==> config.mk <==
export PLATFORM = sky130hd
export DESIGN_NAME = frame_capture_writer_flat
export DESIGN_NICKNAME = d
export VERILOG_FILES = /design/src/rtl/frame_capture_writer_if.sv /design/src/rtl/frame_capture_writer.sv /design/src/flat_wrapper.sv
export SDC_FILE = /design/constraint.sdc
export NUM_CORES = 1
export LEC_CHECK = 0
export CORE_MARGIN = 2
export CORE_UTILIZATION = 35
export DETAILED_ROUTE_END_ITERATION = 16
export GPL_TIMING_DRIVEN = 1
export PLACE_DENSITY = 0.68
export SLEW_MARGIN = 30
export SYNTH_ARGS = -nofsm -noshare
export SYNTH_HDL_FRONTEND = slang
export SYNTH_SLANG_ARGS = --single-unit
==> constraint.sdc <==
create_clock -name sysclk -period 2.1 [get_ports sysclk]
set_clock_uncertainty 0.15 [all_clocks]
set_input_delay 0.42 -clock sysclk [delete_from_list [all_inputs] [get_ports sysclk]]
set_output_delay 0.42 -clock sysclk [all_outputs]
set_load 0.03 [all_outputs]
==> src/rtl/frame_capture_writer_if.sv <==
// BRAM write port between the frame capture writer (master) and the frame buffer (slave).
interface frame_capture_writer_if #(
    parameter int ADDR_W = 19,
    parameter int DATA_W = 12
);
    logic              wr_en;
    logic [ADDR_W-1:0] wr_addr;
    logic [DATA_W-1:0] wr_data;

    modport master (output wr_en, wr_addr, wr_data);
    modport slave  (input  wr_en, wr_addr, wr_data);
endinterface

==> src/rtl/frame_capture_writer.sv <==
// Camera pixel stream to BRAM write port: decimation, single/double buffering,
// snapshot and frame-skip capture modes, and sticky frame-integrity flags.
module frame_capture_writer #(
    parameter int H_RES     = 640,
    parameter int V_RES     = 480,
    parameter int DATA_W    = 12,
    parameter int ADDR_W    = 19,
    parameter int DS_SHIFT  = 0,
    parameter int NUM_BANKS = 1
) (
    input  logic                   sysclk,
    input  logic                   sysrst,
    input  logic                   config_done,
    input  logic                   frame_start,
    input  logic                   frame_done,
    input  logic                   pixel_valid,
    input  logic [DATA_W-1:0]      pixel_data,
    input  logic [1:0]             mode,
    input  logic                   snap_req,
    input  logic [3:0]             skip_n,
    frame_capture_writer_if.master wr,
    output logic                   read_bank,
    output logic                   frame_ready,
    output logic                   busy,
    output logic [15:0]            frame_count,
    output logic                   overflow,
    output logic                   short_frame
);
    localparam int X_W     = (H_RES > 1) ? $clog2(H_RES) : 1;
    localparam int Y_W     = $clog2(V_RES + 1);
    localparam int ROW_W   = H_RES >> DS_SHIFT;
    localparam int BANK_SZ = ROW_W * (V_RES >> DS_SHIFT);
    localparam int DS_MASK = (1 << DS_SHIFT) - 1;

    typedef enum logic [1:0] {IDLE, ARMED, CAPTURE, HOLD} state_t;

    state_t            state;
    logic [X_W-1:0]    x;
    logic [Y_W-1:0]    y;
    logic [ADDR_W-1:0] row_base;
    logic              wr_bank;
    logic [3:0]        skip_cnt;
    logic              snap_armed;

    logic              stop;
    logic              boundary;
    logic              take;
    logic              x_last;
    logic              in_frame;
    logic              keep;
    logic              next_row_kept;
    logic              full_after;
    logic [ADDR_W-1:0] bank_base;
    logic [ADDR_W-1:0] pix_addr;

    // NOTE: every signal of this block is assigned on every path, so no latch is inferred.
    always_comb begin
        stop          = (mode == 2'd3);
        boundary      = frame_start || frame_done;
        take          = (mode == 2'd0) ||
                        (mode == 2'd1 && snap_armed) ||
                        (mode == 2'd2 && skip_cnt == 4'd0);
        x_last        = (int'(x) == H_RES - 1);
        in_frame      = (int'(y) < V_RES);
        keep          = ((int'(x) & DS_MASK) == 0) && ((int'(y) & DS_MASK) == 0);
        next_row_kept = (((int'(y) + 1) & DS_MASK) == 0);
        // Frame holds all H_RES*V_RES pixels once this cycle's pixel is counted.
        full_after    = !in_frame || (pixel_valid && x_last && int'(y) == V_RES - 1);
        bank_base     = (NUM_BANKS == 2 && wr_bank) ? ADDR_W'(BANK_SZ) : '0;
        pix_addr      = bank_base + row_base + ADDR_W'(int'(x) >> DS_SHIFT);
    end

    // NOTE: sequential state uses non-blocking assignments only, so every branch sees pre-edge values.
    always_ff @(posedge sysclk) begin
        if (sysrst) begin
            state       <= IDLE;
            x           <= '0;
            y           <= '0;
            row_base    <= '0;
            wr_bank     <= 1'b0;
            skip_cnt    <= 4'd0;
            snap_armed  <= 1'b0;
            wr.wr_en    <= 1'b0;
            wr.wr_addr  <= '0;
            wr.wr_data  <= '0;
            read_bank   <= 1'b0;
            frame_ready <= 1'b0;
            busy        <= 1'b0;
            frame_count <= 16'd0;
            overflow    <= 1'b0;
            short_frame <= 1'b0;
        end else begin
            wr.wr_en    <= 1'b0;
            frame_ready <= 1'b0;

            case (state)
                IDLE: begin
                    if (config_done && !stop) state <= ARMED;
                end

                ARMED: begin
                    if (stop && boundary) begin
                        state <= IDLE;
                    end else if (frame_start) begin
                        if (take) begin
                            state      <= CAPTURE;
                            busy       <= 1'b1;
                            x          <= '0;
                            y          <= '0;
                            row_base   <= '0;
                            snap_armed <= 1'b0;
                        end else if (mode == 2'd2) begin
                            skip_cnt <= skip_cnt - 4'd1;
                        end
                    end
                end

                CAPTURE: begin
                    if (frame_start) begin
                        // Abort: restart in the same bank, the lost frame counts as short.
                        short_frame <= 1'b1;
                        x           <= '0;
                        y           <= '0;
                        row_base    <= '0;
                        if (stop) begin
                            state <= IDLE;
                            busy  <= 1'b0;
                        end
                    end else begin
                        if (pixel_valid) begin
                            if (in_frame) begin
                                if (keep) begin
                                    wr.wr_en   <= 1'b1;
                                    wr.wr_addr <= pix_addr;
                                    wr.wr_data <= pixel_data;
                                end
                                if (x_last) begin
                                    x <= '0;
                                    y <= y + Y_W'(1);
                                    if (next_row_kept) row_base <= row_base + ADDR_W'(ROW_W);
                                end else begin
                                    x <= x + X_W'(1);
                                end
                            end else begin
                                overflow <= 1'b1;
                            end
                        end
                        if (frame_done) begin
                            frame_count <= frame_count + 16'd1;
                            frame_ready <= 1'b1;
                            busy        <= 1'b0;
                            if (!full_after) short_frame <= 1'b1;
                            if (NUM_BANKS == 2) begin
                                read_bank <= wr_bank;
                                wr_bank   <= ~wr_bank;
                            end
                            if (mode == 2'd2) skip_cnt <= skip_n;
                            if (stop)                state <= IDLE;
                            else if (mode == 2'd1)   state <= HOLD;
                            else                     state <= ARMED;
                        end
                    end
                end

                HOLD: begin
                    if (stop && boundary)           state <= IDLE;
                    else if (snap_req || snap_armed) state <= ARMED;
                end

                default: state <= IDLE;
            endcase

            // A request in the same cycle as a capture start stays armed for the next frame.
            if (snap_req) snap_armed <= 1'b1;
        end
    end
endmodule

==> src/flat_wrapper.sv <==
// flat-port wrapper written by rule: the top's interface ports become plain ports
module frame_capture_writer_flat 
#(
    parameter int H_RES     = 640,
    parameter int V_RES     = 480,
    parameter int DATA_W    = 12,
    parameter int ADDR_W    = 19,
    parameter int DS_SHIFT  = 0,
    parameter int NUM_BANKS = 1
)
  (sysclk, sysrst, config_done, frame_start, frame_done, pixel_valid, pixel_data, mode, snap_req, skip_n, read_bank, frame_ready, busy, frame_count, overflow, short_frame, wr_wr_en, wr_wr_addr, wr_wr_data);
  frame_capture_writer_if #(.ADDR_W(ADDR_W), .DATA_W(DATA_W)) wr_i ();
  input  logic sysclk;
  input  logic sysrst;
  input  logic config_done;
  input  logic frame_start;
  input  logic frame_done;
  input  logic pixel_valid;
  input  logic [DATA_W-1:0] pixel_data;
  input  logic [1:0] mode;
  input  logic snap_req;
  input  logic [3:0] skip_n;
  output logic read_bank;
  output logic frame_ready;
  output logic busy;
  output logic [15:0] frame_count;
  output logic overflow;
  output logic short_frame;
  output wire logic [$bits(wr_i.wr_en)-1:0] wr_wr_en;
  output wire logic [$bits(wr_i.wr_addr)-1:0] wr_wr_addr;
  output wire logic [$bits(wr_i.wr_data)-1:0] wr_wr_data;
  assign wr_wr_en = wr_i.wr_en;
  assign wr_wr_addr = wr_i.wr_addr;
  assign wr_wr_data = wr_i.wr_data;
  frame_capture_writer #(.H_RES(H_RES), .V_RES(V_RES), .DATA_W(DATA_W), .ADDR_W(ADDR_W), .DS_SHIFT(DS_SHIFT), .NUM_BANKS(NUM_BANKS)) u_core (.sysclk(sysclk), .sysrst(sysrst), .config_done(config_done), .frame_start(frame_start), .frame_done(frame_done), .pixel_valid(pixel_valid), .pixel_data(pixel_data), .mode(mode), .snap_req(snap_req), .skip_n(skip_n), .wr(wr_i), .read_bank(read_bank), .frame_ready(frame_ready), .busy(busy), .frame_count(frame_count), .overflow(overflow), .short_frame(short_frame));
endmodule
==> results.sh <==
export IMPL_crit_type="flop to flop"
export IMPL_antenna_found_initial=0
export IMPL_nets=675
export IMPL_cts_tree="done"
export IMPL_setup_viol=35
export IMPL_netlist_area_um2=4240
export IMPL_min_from="sysrst"
export IMPL_worst_slack_ps=-264
export IMPL_clk_pin_slew_ps=60
export IMPL_core_area_um2=11900
export IMPL_gp_routability_congestion=0.858
export IMPL_crit_path_start_kind="flop"
export IMPL_cts_max_path_buffers=2
export IMPL_track_usage_pct=17.4
export IMPL_hp_class="input pin to flop"
export IMPL_syn_inst=509
export IMPL_ys_seq_area_share_pct=42.5
export IMPL_slowest_delay_ps=420
export IMPL_grt_start_max_net_pins=77
export IMPL_rows=40
export IMPL_dp_slack_ps=-430
export IMPL_r2r_end="u_core.row_base[17]$_SDFFE_PP0P_"
export IMPL_period_share_pct=113
export IMPL_synth_edf_count=0
export IMPL_path_max_fanout=5
export IMPL_grt_pass1_vias=4035
export IMPL_fillers=1109
export IMPL_max_freq_mhz=423
export IMPL_rrSetupSlack_ps=-260
export IMPL_ys_types=60
export IMPL_min_path_cells=2
export IMPL_die_w_um=114
export IMPL_maxCapViolCount=0
export IMPL_die_area_um2=13000
export IMPL_critPathBufInv=2
export IMPL_drc=0
export IMPL_hold_end="u_core.overflow$_SDFFE_PP0P_"
export IMPL_clk_latency_ps=340
export IMPL_reg2regPathDepth=8
export IMPL_synth_flop_cell="dfxtp_1"
export IMPL_initial_utilization_pct=35.6
export IMPL_grt_pass1_wl_um=18600
export IMPL_syn_to_final_growth_pct=43.4
export IMPL_die_h_um=114
export IMPL_p_leak_nw=2.25
export IMPL_wirelength_um=11100
export IMPL_cp_startpoint="u_core.skip_cnt[0]$_SDFFE_PP0P_"
export IMPL_numCtsBuffers=9
export IMPL_avgSynthCellArea_um2=8.33
export IMPL_synth_nets=543
export IMPL_io_pins=78
export IMPL_synth_top_cell_area_share_pct=42.5
export IMPL_synthTopCellsByArea="dfxtp_1, a21oi_1, nand2_1"
export IMPL_finalSetupTns_ps=-4720
export IMPL_clock_sinks=90
export IMPL_dr_pass1_iters=7
export IMPL_async_flop_share_pct=0
export IMPL_slew_headroom_pct=45.2
export IMPL_numPortBuffers=76
export IMPL_viasPerCell=5.33
export IMPL_violations="setup timing"
export IMPL_cp_cell_sequence="inv_2 -> ha_1 -> or3b_4 -> a221oi_4 -> buf_6 -> o221ai_4 -> or4_1 -> a21oi_1"
export IMPL_drt_initial_drc_count=253
export IMPL_rsz0062_at_grt="true"
export IMPL_synth_warnings=0
export IMPL_diodes=0
export IMPL_yosysTopAreaCell="dfxtp_1"
export IMPL_slowest_stage="or4_1"
export IMPL_dp_hpwl_um=7780
export IMPL_final_antenna_net_count=0
export IMPL_crit_family="simple AND/OR/NAND/NOR gates"
export IMPL_drv_slew=0
export IMPL_overflow=0
export IMPL_cp_end_kind="flop"
export IMPL_ir_drop_mv=0.326
export IMPL_status="finished, violations left"
export IMPL_crit_required_ps=2220
export IMPL_synth_seq_cells=90
export IMPL_wl_per_cell_um=14.0
export IMPL_vias=4219
export IMPL_r2r_start="u_core.skip_cnt[0]$_SDFFE_PP0P_"
export IMPL_power_density_nw_per_um2=574
export IMPL_period_needed_ps=2360
export IMPL_finalHoldViolations=0
export IMPL_worstPathArrival_ps=2490
export IMPL_root_buffer="clkbuf_16"
export IMPL_htree_num_levels=3
export IMPL_drive_gt1_share_pct=20.5
export IMPL_postCtsHoldBufs=0
export IMPL_worst_slew_pin_slew_ps=822
area by class of cell:
type / instances / area, µm² / area share, %
clock buffer: 12 / 256 / 4.22
tap: 147 / 184 / 3.02
sequential: 90 / 1800 / 29.7
multi-input combinational: 377 / 2430 / 39.9
inverter: 11 / 41.3 / 0.679
clock inverter: 3 / 15.0 / 0.247
timing repair buffer: 152 / 1360 / 22.3
worst max path at each step:
stage / cells after the start / to / slack, ps
floorplan: 8 / u_core.row_base[10]$_SDFFE_PP0P_ / -110
global placement: 9 / u_core.frame_count[15]$_SDFFE_PP0P_ / -390
detailed placement: 7 / u_core.row_base[17]$_SDFFE_PP0P_ / -430
CTS: 7 / u_core.row_base[18]$_SDFFE_PP0P_ / -240
global route: 7 / u_core.row_base[18]$_SDFFE_PP0P_ / -350
finish: 8 / u_core.row_base[17]$_SDFFE_PP0P_ / -260
metrics by stage:
stage          util, %  std cells  cell area (µm²)  hold slack [ps]  power (mW)
3_3_place_gp      46.6        767             5560              292        2.00
5_1_grt           51.1        792             6080              155        3.63
2_1_floorplan        -        509             4250              308        1.89
4_1_cts           50.0        787             5960              157        3.53
3_5_place_dp      46.6        767             5560              293        2.01
6_report          51.1        792             6080              168        3.49
logic make-up (layout without fill, tap and decap cells):
group                    count (synthesis)  in the layout  share of synthesized area, %
AO/OA/AOI/OAI                          125            125                          19.9
XOR/XNOR                                21             21                          4.34
adder cells (fa/ha/maj)                  9              9                          2.65
buffers and inverters                   43            178                          4.31
flip-flops                              90             90                          42.5
multiplexers                             1              1                         0.236
other                                    1              1                        0.0884
AND/OR/NAND/NOR                        219            220                          26.0
report_power, final:
group | internal [mW] | switching [mW] | leakage [nW]
Clock | 0.854 | 0.640 | 0.138
Sequential | 1.72 | 0.00957 | 0.726
Combinational | 0.130 | 0.142 | 1.39
Total | 2.70 | 0.791 | 2.25
registers in the layout, indices dropped and copies added (netlist names), 2 cells and up:
name	flops
u_core.x	10
u_core.wr.wr_data	12
u_core.row_base	12
u_core.frame_count	16
u_core.wr.wr_addr	19
u_core.skip_cnt	4
u_core.state	2
u_core.y	9
synth_stat cells, drive strengths merged, types with 2 or more instances:
library cell / instances
a211oi: 7
a21o: 2
a21oi: 53
a22oi: 3
a311oi: 10
a31o: 2
a31oi: 4
a41oi: 2
and3: 7
and4: 3
buf: 9
clkbuf: 23
dfxtp: 90
ha: 9
inv: 11
nand2: 69
nand2b: 3
nand3: 16
nand3b: 5
nand4: 12
nor2: 48
nor3: 18
nor3b: 3
nor4: 2
o211a: 5
o211ai: 6
o21ai: 16
o21bai: 2
o31ai: 5
or2: 6
or3: 9
or3b: 3
or4: 10
xnor2: 10
xor2: 11
worst register-to-register path, stage by stage, from the launching register on:
cell,delay [ps]
dfxtp_2,320
inv_2,50
ha_1,120
or3b_4,400
a221oi_4,400
buf_6,180
o221ai_4,110
or4_1,420
a21oi_1,150
layer usage:
| metal | up-vias | part of all wire (%) | GRT usage (%) |
|---|---|---|---|
| li1 | 2100 | - | - |
| met1 | 2025 | 45 | 21.0 |
| met2 | 80 | 50 | 30.5 |
| met3 | 14 | 3.7 | 4.71 |
| met4 | 0 | 1.1 | 4.72 |
| met5 | - | 0 | 0 |
cells in the final DEF (no fill, tap or decap), drive strengths merged, types with 10 or more instances in the layout:
cell	netlist	final
nor2	48	48
o21ai	16	16
or4	10	10
xnor2	10	10
nand2	69	69
nor3	18	18
nand3	16	16
inv	11	11
nand4	12	12
dfxtp	90	90
clkbuf	23	12
xor2	11	11
a21oi	53	53
a311oi	10	10
buf	9	77
clkdlybuf4s50	0	73
timing repair:
action,4_1_cts,5_1_grt
pin swaps,15,12
resized for setup,20,18
buffers inserted,4,5
setup endpoints to repair,38,72
cloned,1,0
No activity file was read; power rests on OpenSTA's default activity.
